===== src/rtl/vpd_cap_initiator_pkg.sv =====
// Shared types and constants for the VPD capability initiator.
// The optional request timeout is enabled by defining VPD_TIMEOUT_EN.
package vpd_cap_pkg;

  localparam int unsigned VPD_F_BIT  = 15;
  localparam int unsigned VPD_ADDR_W = 15;
  localparam int unsigned VPD_DATA_W = 32;
  localparam logic [VPD_DATA_W-1:0] VPD_TIMEOUT_DATA = 32'hFFFF_FFFF;

  // Bit positions inside vpd_err_sticky
  localparam int unsigned ERR_UNIMPL  = 0;
  localparam int unsigned ERR_PROTO   = 1;
  localparam int unsigned ERR_TIMEOUT = 2;
  localparam int unsigned ERR_W       = 3;

  typedef enum logic [1:0] {
    IDLE    = 2'd0,
    WR_WAIT = 2'd1,
    RD_WAIT = 2'd2
  } vpd_state_e;

endpackage


===== src/rtl/vpd_cap_initiator_if.sv =====
// cfg_vpd_* request/completion handshake between the capability initiator
// (master) and the flash/VPD responder (slave).
interface vpd_cap_initiator_if;
  import vpd_cap_pkg::*;

  logic [VPD_ADDR_W-1:0] cfg_vpd_addr;
  logic                  cfg_vpd_wren;
  logic [VPD_DATA_W-1:0] cfg_vpd_wdata;
  logic                  cfg_vpd_rden;
  logic [VPD_DATA_W-1:0] vpd_cfg_rdata;
  logic                  vpd_cfg_done;
  logic                  vpd_err_unimplemented_addr;

  modport master (
    output cfg_vpd_addr, cfg_vpd_wren, cfg_vpd_wdata, cfg_vpd_rden,
    input  vpd_cfg_rdata, vpd_cfg_done, vpd_err_unimplemented_addr
  );

  modport slave (
    input  cfg_vpd_addr, cfg_vpd_wren, cfg_vpd_wdata, cfg_vpd_rden,
    output vpd_cfg_rdata, vpd_cfg_done, vpd_err_unimplemented_addr
  );

endinterface


===== src/rtl/vpd_cap_initiator.sv =====
// VPD capability register front end: Address/Data registers, held request
// sequencing, completion capture and sticky errors. Optional: VPD_TIMEOUT_EN.
module vpd_cap_initiator
  import vpd_cap_pkg::*;
#(
  parameter int unsigned TIMEOUT_CYCLES = 4096,
  parameter int unsigned TIMEOUT_W      = $clog2(TIMEOUT_CYCLES + 1)
) (
  input  logic        clock_afu,
  input  logic        reset_afu_n,
  input  logic        cap_addr_wr,
  input  logic [15:0] cap_addr_wdata,
  input  logic        cap_data_wr,
  input  logic [31:0] cap_data_wdata,
  output logic [15:0] cap_addr_rdata,
  output logic [31:0] cap_data_rdata,
  vpd_cap_initiator_if.master vpd,
  output logic        vpd_busy,
  output logic [2:0]  vpd_err_sticky,
  input  logic        vpd_err_clr
);

  vpd_state_e            state;
  logic                  f_q;
  logic [VPD_ADDR_W-1:0] addr_q;
  logic [VPD_DATA_W-1:0] data_q;
  logic [ERR_W-1:0]      err_q;
  logic [ERR_W-1:0]      err_set;
  logic                  busy;
  logic                  finish;
  logic                  timed_out;

  assign busy = (state != IDLE);

`ifdef VPD_TIMEOUT_EN
  logic [TIMEOUT_W-1:0] tmo_cnt;

  // Held at zero while idle, so every request starts counting from zero.
  always_ff @(posedge clock_afu or negedge reset_afu_n) begin
    if (!reset_afu_n) begin
      tmo_cnt <= '0;
    end else if (!busy) begin
      tmo_cnt <= '0;
    end else begin
      tmo_cnt <= tmo_cnt + 1'b1;
    end
  end

  // A real completion on the last allowed cycle takes precedence.
  assign timed_out = busy && !vpd.vpd_cfg_done &&
                     (tmo_cnt == TIMEOUT_W'(TIMEOUT_CYCLES - 1));
`else
  logic unused_tmo_cfg;
  assign unused_tmo_cfg = (TIMEOUT_CYCLES != 0) && (TIMEOUT_W != 0);
  assign timed_out      = 1'b0;
`endif

  assign finish = busy && (vpd.vpd_cfg_done || timed_out);

  always_comb begin
    err_set              = '0;
    err_set[ERR_UNIMPL]  = busy && vpd.vpd_cfg_done && vpd.vpd_err_unimplemented_addr;
    // Register writes while a request is held and completions with nothing
    // outstanding are both protocol errors.
    err_set[ERR_PROTO]   = (busy && (cap_addr_wr || cap_data_wr)) ||
                           (!busy && vpd.vpd_cfg_done);
    err_set[ERR_TIMEOUT] = timed_out;
  end

  always_ff @(posedge clock_afu or negedge reset_afu_n) begin
    if (!reset_afu_n) begin
      state  <= IDLE;
      f_q    <= 1'b0;
      addr_q <= '0;
      data_q <= '0;
      err_q  <= '0;
    end else begin
      err_q <= (err_q & ~{ERR_W{vpd_err_clr}}) | err_set;
      case (state)
        IDLE: begin
          if (cap_data_wr) begin
            data_q <= cap_data_wdata;
          end
          if (cap_addr_wr) begin
            f_q    <= cap_addr_wdata[VPD_F_BIT];
            addr_q <= cap_addr_wdata[VPD_ADDR_W-1:0];
            state  <= cap_addr_wdata[VPD_F_BIT] ? WR_WAIT : RD_WAIT;
          end
        end
        WR_WAIT: begin
          if (finish) begin
            f_q   <= 1'b0;
            state <= IDLE;
          end
        end
        RD_WAIT: begin
          if (finish) begin
            f_q    <= 1'b1;
            data_q <= timed_out ? VPD_TIMEOUT_DATA : vpd.vpd_cfg_rdata;
            state  <= IDLE;
          end
        end
        default: state <= IDLE;
      endcase
    end
  end

  assign vpd.cfg_vpd_addr  = addr_q;
  assign vpd.cfg_vpd_wren  = (state == WR_WAIT);
  assign vpd.cfg_vpd_rden  = (state == RD_WAIT);
  assign vpd.cfg_vpd_wdata = data_q;

  assign cap_addr_rdata = {f_q, addr_q};
  assign cap_data_rdata = data_q;
  assign vpd_busy       = busy;
  assign vpd_err_sticky = err_q;

endmodule


===== src/flat_wrapper.sv =====
// flat-port wrapper written by rule: the top's interface ports become plain ports
module vpd_cap_initiator_flat import vpd_cap_pkg::*;
#(
  parameter int unsigned TIMEOUT_CYCLES = 4096,
  parameter int unsigned TIMEOUT_W      = $clog2(TIMEOUT_CYCLES + 1)
)
  (clock_afu, reset_afu_n, cap_addr_wr, cap_addr_wdata, cap_data_wr, cap_data_wdata, cap_addr_rdata, cap_data_rdata, vpd_busy, vpd_err_sticky, vpd_err_clr, vpd_cfg_vpd_addr, vpd_cfg_vpd_wren, vpd_cfg_vpd_wdata, vpd_cfg_vpd_rden, vpd_vpd_cfg_rdata, vpd_vpd_cfg_done, vpd_vpd_err_unimplemented_addr);
  vpd_cap_initiator_if vpd_i ();
  input  logic clock_afu;
  input  logic reset_afu_n;
  input  logic cap_addr_wr;
  input  logic [15:0] cap_addr_wdata;
  input  logic cap_data_wr;
  input  logic [31:0] cap_data_wdata;
  output logic [15:0] cap_addr_rdata;
  output logic [31:0] cap_data_rdata;
  output logic vpd_busy;
  output logic [2:0] vpd_err_sticky;
  input  logic vpd_err_clr;
  output wire logic [$bits(vpd_i.cfg_vpd_addr)-1:0] vpd_cfg_vpd_addr;
  output wire logic [$bits(vpd_i.cfg_vpd_wren)-1:0] vpd_cfg_vpd_wren;
  output wire logic [$bits(vpd_i.cfg_vpd_wdata)-1:0] vpd_cfg_vpd_wdata;
  output wire logic [$bits(vpd_i.cfg_vpd_rden)-1:0] vpd_cfg_vpd_rden;
  input wire logic [$bits(vpd_i.vpd_cfg_rdata)-1:0] vpd_vpd_cfg_rdata;
  input wire logic [$bits(vpd_i.vpd_cfg_done)-1:0] vpd_vpd_cfg_done;
  input wire logic [$bits(vpd_i.vpd_err_unimplemented_addr)-1:0] vpd_vpd_err_unimplemented_addr;
  assign vpd_cfg_vpd_addr = vpd_i.cfg_vpd_addr;
  assign vpd_cfg_vpd_wren = vpd_i.cfg_vpd_wren;
  assign vpd_cfg_vpd_wdata = vpd_i.cfg_vpd_wdata;
  assign vpd_cfg_vpd_rden = vpd_i.cfg_vpd_rden;
  assign vpd_i.vpd_cfg_rdata = vpd_vpd_cfg_rdata;
  assign vpd_i.vpd_cfg_done = vpd_vpd_cfg_done;
  assign vpd_i.vpd_err_unimplemented_addr = vpd_vpd_err_unimplemented_addr;
  vpd_cap_initiator #(.TIMEOUT_CYCLES(TIMEOUT_CYCLES), .TIMEOUT_W(TIMEOUT_W)) u_core (.clock_afu(clock_afu), .reset_afu_n(reset_afu_n), .cap_addr_wr(cap_addr_wr), .cap_addr_wdata(cap_addr_wdata), .cap_data_wr(cap_data_wr), .cap_data_wdata(cap_data_wdata), .cap_addr_rdata(cap_addr_rdata), .cap_data_rdata(cap_data_rdata), .vpd(vpd_i), .vpd_busy(vpd_busy), .vpd_err_sticky(vpd_err_sticky), .vpd_err_clr(vpd_err_clr));
endmodule

===== config.mk =====
export PLATFORM = sky130hd
export DESIGN_NAME = vpd_cap_initiator_flat
export DESIGN_NICKNAME = d
export VERILOG_FILES = /design/src/rtl/vpd_cap_initiator_pkg.sv /design/src/rtl/vpd_cap_initiator_if.sv /design/src/rtl/vpd_cap_initiator.sv /design/src/flat_wrapper.sv
export SDC_FILE = /design/constraint.sdc
export NUM_CORES = 1
export LEC_CHECK = 0
export ABC_AREA = 1
export CAP_MARGIN = 40
export CORE_MARGIN = 10
export CORE_UTILIZATION = 30
export CTS_CLUSTER_SIZE = 40
export DETAILED_ROUTE_END_ITERATION = 8
export HOLD_SLACK_MARGIN = 0.03
export PLACE_DENSITY_LB_ADDON = 0.25
export SYNTH_ARGS = -nofsm -noshare
export SYNTH_HDL_FRONTEND = slang
export SYNTH_SLANG_ARGS = --single-unit

===== constraint.sdc =====
create_clock -name clock_afu -period 1.7 [get_ports clock_afu]
set_input_delay 0.34 -clock clock_afu [delete_from_list [all_inputs] [get_ports clock_afu]]
set_output_delay 0.34 -clock clock_afu [all_outputs]
set_load 0.05 [all_outputs]

==> metrics.txt, run 1 <==
post-synthesis cell count=401; wire length of the first global-routing pass=15.9 mm; Unique masters post-synth=15; kind of launch point of the worst setup path=flop; clock insertion delay at the later pin of the skew report=290 ps; post-DP HPWL=8.17 mm; kind of cell adding the most delay to the critical path=buffers and inverters; number of antenna violations at the first check in global routing=0; Mapped Avg Cell Area=7.37 sq um; total area of multi-input combinational cells=1140 sq um; status=completed; horizontal extent of the die=119 microns; total wire length after detailed routing=10.2 mm; via count of the first global-routing pass=2938; Core ar.=9680 sq um; number of enable flip-flop cells after synthesis=0; # nets final=631; count of routing violations after the opening detailed-route iteration=142; sum of overflow across all layers after global routing=0; 1st-pass router iterations=4; share of final-layout standard cells stronger than drive strength 1=24.2%; data required time of the worst path=1360 ps; pin count of the biggest net entering global routing=33; sequential element share of the synthesized area=44.9%; most frequent CP cell=buf_12; category of the worst setup path capture point=output pin; final-layout setup total negative slack=0 ps; Seq. cell area=1330 sq um; Syn. warnings=0; chip height=119 microns; Clock Skews=3.50 ps; remaining number of nets flagged by the antenna check after routing=0; final number of hold-violating endpoints=0; list of most frequent post-synthesis cells=nand2_1 (216), buf_4 (55), dfrtp_1 (53); count of pins on the block boundary=188; area of the die=14200 sq um; Filler Cell Count=972; worst endpoint data arrival time=1320 ps; CP max stage delay=400 ps; area delta synth->final=54.2%; clock tree from TritonCTS=built; worst hold-check slack=47.8 ps; clock slew at reported path FFs=90 ps; max-slew violation count=0; dominant cell type by area after synthesis=dfrtp_1; clock sink count=53; number of buffers added to fix hold violations after cts=0; drt via density=4.35; CP cell instances=buf_4 -> ha_4 -> buf_12 -> buf_12; root buf cell=clkbuf_8; number of max-cap violations=0; Max-slew headroom=58.2%; Area contributors post-synth=dfrtp_1 (45%), nand2_1 (27%), buf_4 (14%); fin crit period=1660 ps; class of the most critical hold timing path=primary input to asynchronous set/reset pin; Netlist Area Pre-Place=2960 sq um; via count=2935; mean routed wirelength per cell=15.1 microns; syn_nets=491; DRC violations left=0; prevailing post-synth register cell=dfrtp_1; number of I/O port buffers=187; deepest clock path buffer count=2; share of Yosys cell area claimed by the top area cell type=44.9%; antenna diode instance count=0; post-route fraction of the period consumed by the critical path=97.5%; Clock H-tree levels=2; Final setup violation count=0; GRT Total Usage=13.6%; setup repair after global routing missed its margin=false; number of CTS-inserted buffers=5; critical path type=flop to output pin; number of placement rows=36; CP max stage cell=dfrtp_1; routability-driven placement congestion ratio=0.744; Initial Util=30.5%; slew of the pin with the lowest slew margin=627 ps; fraction of registers with async set or reset after synthesis=100%; Worst Path Max Fanout=12; library cell with the highest instance count after synthesis=nand2_1; number of buffers and inverters on the critical path=3; Max Clk Rate=603 MHz; number of register bits inferred by synthesis=53
==> routing by layer <==
layer / vias up / share of wire [%] / global-route usage (%) / wire length, microns
li1: 1453 / - / - / -
met1: 1381 / 40 / 15.3 / 4070
met2: 97 / 52 / 24.9 / 5320
met3: 4 / 6.8 / 3.45 / 695
met4: 0 / 1.0 / 3.28 / 107
met5: - / 0 / 0 / 0
==> sequential cells by signal, summed over array words and instances (netlist names) <==
signal / cells
u_core.vpd_err_sticky: 3
u_core.state: 2
u_core.vpd.cfg_vpd_addr: 15
u_core.cap_data_rdata: 32
u_core.f_q: 1
==> through the flow <==
step                      utilization (%)  instance area, sq um  setup WS (ps)  std cells
after floorplan                         -                  2960           50.6        401
after global placement               45.6                  4420           45.1        664
after detailed placement             45.6                  4420           26.9        664
after CTS                            46.8                  4530           8.09        671
after global routing                 47.1                  4560           1.22        674
final                                47.1                  4560           42.9        674
==> logic make-up after synthesis <==
| logic type | Yosys count | synth area share (%) |
|---|---|---|
| buffers and inverters | 78 | 17.3 |
| adders and majority gates | 3 | 1.27 |
| DFF | 53 | 44.9 |
| and+or+nand+nor | 262 | 35.7 |
| AOI/OAI and AO/OA | 5 | 0.889 |
==> layout by cell type, fill, tap and decap left out <==
| cell type | netlist | final |
|---|---|---|
| nand2_1 | 216 | 216 |
| buf_4 | 55 | 106 |
| clkdlybuf4s50_1 | 0 | 85 |
| dfrtp_1 | 53 | 53 |
| nand3_1 | 36 | 36 |
| inv_1 | 9 | 7 |
| buf_12 | 0 | 7 |
| clkbuf_8 | 0 | 6 |
| inv_2 | 3 | 5 |
| nor2_1 | 5 | 5 |
| o21ai_0 | 4 | 4 |
| nand2_4 | 3 | 3 |
| ha_4 | 0 | 2 |
| nor3_1 | 1 | 1 |
| o22ai_1 | 1 | 1 |
| nand2_2 | 1 | 1 |
| ha_1 | 3 | 1 |
| clkbuf_1 | 1 | 1 |
| buf_2 | 10 | 1 |
==> worst paths after layout <==
kind                                 start                    endpoint  slack [ps]  cells past startpoint
min reg2reg                     u_core.f_q                  u_core.f_q         500                      2
max in group asynchronous      reset_afu_n  u_core.vpd.cfg_vpd_addr[8]        1070                      2
min in group clock_afu          u_core.f_q                  u_core.f_q         500                      2
min                            reset_afu_n   u_core.cap_data_rdata[16]          50                      1
max reg2reg                u_core.state[0]   u_core.cap_data_rdata[19]         180                      8
max                        u_core.state[1]            vpd_cfg_vpd_rden          40                      4
==> repair_timing <==
action	4_1_cts	5_1_grt
endpoints found under the setup margin	2	2
pin swaps	0	1
buffers inserted	0	4
resized for setup	6	2
==> final cells by class <==
cell class / count / area share [%]
tap: 133 / 3.65
inverter: 12 / 0.988
clock buffer: 7 / 1.89
multi-input combinational: 270 / 25.1
sequential: 53 / 29.1
timing repair buffer: 199 / 39.3
Power of run 1 is not shown: default switching activity piles up to over one toggle a cycle in this logic, so the estimate is an artifact.
==> run 2, diff against run 1 <==
--- a/config.mk
+++ b/config.mk
@@ -6,9 +6,10 @@
 export NUM_CORES = 1
 export LEC_CHECK = 0
 export ABC_AREA = 1
-export CAP_MARGIN = 40
+export CAP_MARGIN = 20
 export CORE_MARGIN = 10
 export CORE_UTILIZATION = 30
+export CTS_BUF_LIST = sky130_fd_sc_hd__clkbuf_4
 export CTS_CLUSTER_SIZE = 40
 export DETAILED_ROUTE_END_ITERATION = 8
 export HOLD_SLACK_MARGIN = 0.03
==> run 2 against run 1 <==
Against the previous run: utilization barely moved; die area did not move; first-iteration DRC count rose by 7.7%; via count barely moved; flip-flop and latch count did not move; global-route usage rose by 0.20 points; sequential share of layout area barely moved; critical path depth did not move; final area barely moved; cell count rose by 0.59%; count of clock-buffer cells in the layout fell by 1; clock skew rose by 3.3 ps; critical endpoint unchanged; highest routed layer unchanged.
==> metrics.txt, run 2 (same netlist as run 1, synthesis figures left out) <==
Worst Path Max Fanout=2 (was 12); clock insertion delay at the later pin of the skew report=360 ps (was 290 ps); clock slew at reported path FFs=140 ps (was 90 ps); commonest cells after routing, fill and taps aside=nand2_1 (216), buf_4 (107), clkdlybuf4s50_1 (85) (was nand2_1 (216), buf_4 (106), clkdlybuf4s50_1 (85)); horizontal extent of the die=119 microns (unchanged); number of cells on the worst reg-to-reg path=10 (was 8); chip height=119 microns (unchanged); 1st-pass router iterations=4 (unchanged); Final setup violation count=0 (unchanged); instance count after placement with tap cells included=664 (unchanged); remaining number of nets flagged by the antenna check after routing=0 (unchanged); Max-slew headroom=58.5% (was 58.2%); Clock Skews=6.79 ps (was 3.50 ps); count of routing violations after the opening detailed-route iteration=153 (was 142); mean routed wirelength per cell=15.2 microns (was 15.1 microns); GRT Total Usage=13.8% (was 13.6%); number of CTS-inserted buffers=5 (unchanged); via count=2936 (was 2935); post-DP HPWL=8.17 mm (unchanged); max-slew violation count=0 (unchanged); share of final-layout standard cells stronger than drive strength 1=24.6% (was 24.2%); routability-driven placement congestion ratio=0.744 (unchanged); root buf cell=clkbuf_4 (was clkbuf_8); worst endpoint data arrival time=1330 ps (was 1320 ps); # nets final=634 (was 631); number of placement rows=36 (unchanged); critical path type=flop to output pin (unchanged); number of standard cells in the final layout excluding fillers=678 (was 674); sum of overflow across all layers after global routing=0 (unchanged); most frequent standard cell in the layout excluding fill and tap cells=nand2_1 (unchanged); Max Clk Rate=598 MHz (was 603 MHz); pin count of the biggest net entering global routing=33 (unchanged); clock tree from TritonCTS=built (unchanged); kind of launch point of the worst setup path=flop (unchanged); number of antenna violations at the first check in global routing=1 (was 0); DRC violations left=0 (unchanged); category of the worst setup path capture point=output pin (unchanged); area delta synth->final=54.1% (was 54.2%); data required time of the worst path=1360 ps (about the same); via count of the first global-routing pass=2969 (was 2938); count of pins on the block boundary=188 (unchanged); total wire length after detailed routing=10.3 mm (was 10.2 mm); final number of hold-violating endpoints=0 (unchanged); deepest clock path buffer count=2 (unchanged); Core ar.=9680 sq um (unchanged); number of I/O port buffers=187 (unchanged); wire length of the first global-routing pass=16.1 mm (was 15.9 mm); class of the most critical hold timing path=primary input to flop (was primary input to asynchronous set/reset pin); max reg flops=32 (unchanged); Clock H-tree levels=2 (unchanged); post-route fraction of the period consumed by the critical path=98.3% (was 97.5%); slew of the pin with the lowest slew margin=622 ps (was 627 ps); fin crit period=1670 ps (was 1660 ps); area of the die=14200 sq um (unchanged); number of stages on the worst hold path=3; clock sink count=53 (unchanged); number of max-cap violations=0 (unchanged); final-layout setup total negative slack=0 ps (unchanged); Initial Util=30.5% (unchanged); status=completed (unchanged); drt via density=4.33 (was 4.35); setup repair after global routing missed its margin=true (was false)
run 2: changes by cell type in the layout (fill, tap and decap cells not counted), sizes merged:
| cell | delta |
|---|---|
| clkinv | +1 |
| buf | +2 |
| dlygate4sd3 | +1 |
| clkbuf | -1 |
| diode | +1 |
run 2: through the flow:
stage	hold WS [ps]	area (sq um)	worst slack (ps)	util, %
after floorplan	44.4	2960	50.6	-
after global placement	386	4420	45.1	45.6
after detailed placement	397	4420	26.9	45.6
after CTS	465	4550	2.43	47.0
after global routing	460	4560	-36.3	47.0
final	487	4560	28.7	47.0
run 2: cell type report:
cell class,instances,area (sq um)
Antenna cell,1,2.50
Clock buffer,6,45.0
Clock inverter,1,3.75
Fill cell,974,5130
Inverter,12,45.0
Multi-Input combinational cell,270,1150
Sequential cell,53,1330
Tap cell,133,166
Timing Repair Buffer,202,1820
run 2: worst max-delay path, stage by stage (launching register included):
cell	delay, ps
dfrtp_1	420
buf_6	120
ha_4	160
buf_12	120
buf_12	140
run 2: worst paths after layout:
| kind | slack (ps) | endpoint | startpoint |
|---|---|---|---|
| max | 30 | vpd_cfg_vpd_rden | u_core.state[1] |
| min | 490 | u_core.vpd.cfg_vpd_addr[2] | cap_addr_wdata[2] |
| max reg2reg | 120 | u_core.f_q | u_core.state[1] |
| min reg2reg | 510 | u_core.vpd_err_sticky[2] | u_core.vpd_err_sticky[2] |
| max in group asynchronous | 600 | u_core.vpd.cfg_vpd_addr[9] | reset_afu_n |
| min in group asynchronous | 520 | u_core.cap_data_rdata[16] | reset_afu_n |
run 2: timing repair:
action                                  4_1_cts  5_1_grt
endpoints found under the setup margin        2        2
hold buffers                                  1        0
resized for setup                             9        1
setup buffers                                 6        0
endpoints found under the hold margin        24        0
pin swaps                                     1        0
run 2: per-layer routing:
| layer | vias to the layer above | track usage [%] | part of all wire, % |
|---|---|---|---|
| met3 | 5 | 3.59 | 6.4 |
| li1 | 1462 | - | - |
| met5 | - | 0 | 0 |
| met1 | 1373 | 15.4 | 40 |
| met4 | 0 | 2.98 | 0.85 |
| met2 | 96 | 25.4 | 53 |
Power of run 2 is left out for the same reason.
==> run 3, diff against run 2 <==
--- a/config.mk
+++ b/config.mk
@@ -10,6 +10,7 @@
 export CORE_MARGIN = 10
 export CORE_UTILIZATION = 30
 export CTS_BUF_LIST = sky130_fd_sc_hd__clkbuf_4
+export CTS_CLUSTER_DIAMETER = 120
 export CTS_CLUSTER_SIZE = 40
 export DETAILED_ROUTE_END_ITERATION = 8
 export HOLD_SLACK_MARGIN = 0.03
==> results of run 3 <==
Same layout as run 2: the final DEF is identical, and so are final timing and power.
Power of run 3 is left out for the same reason.
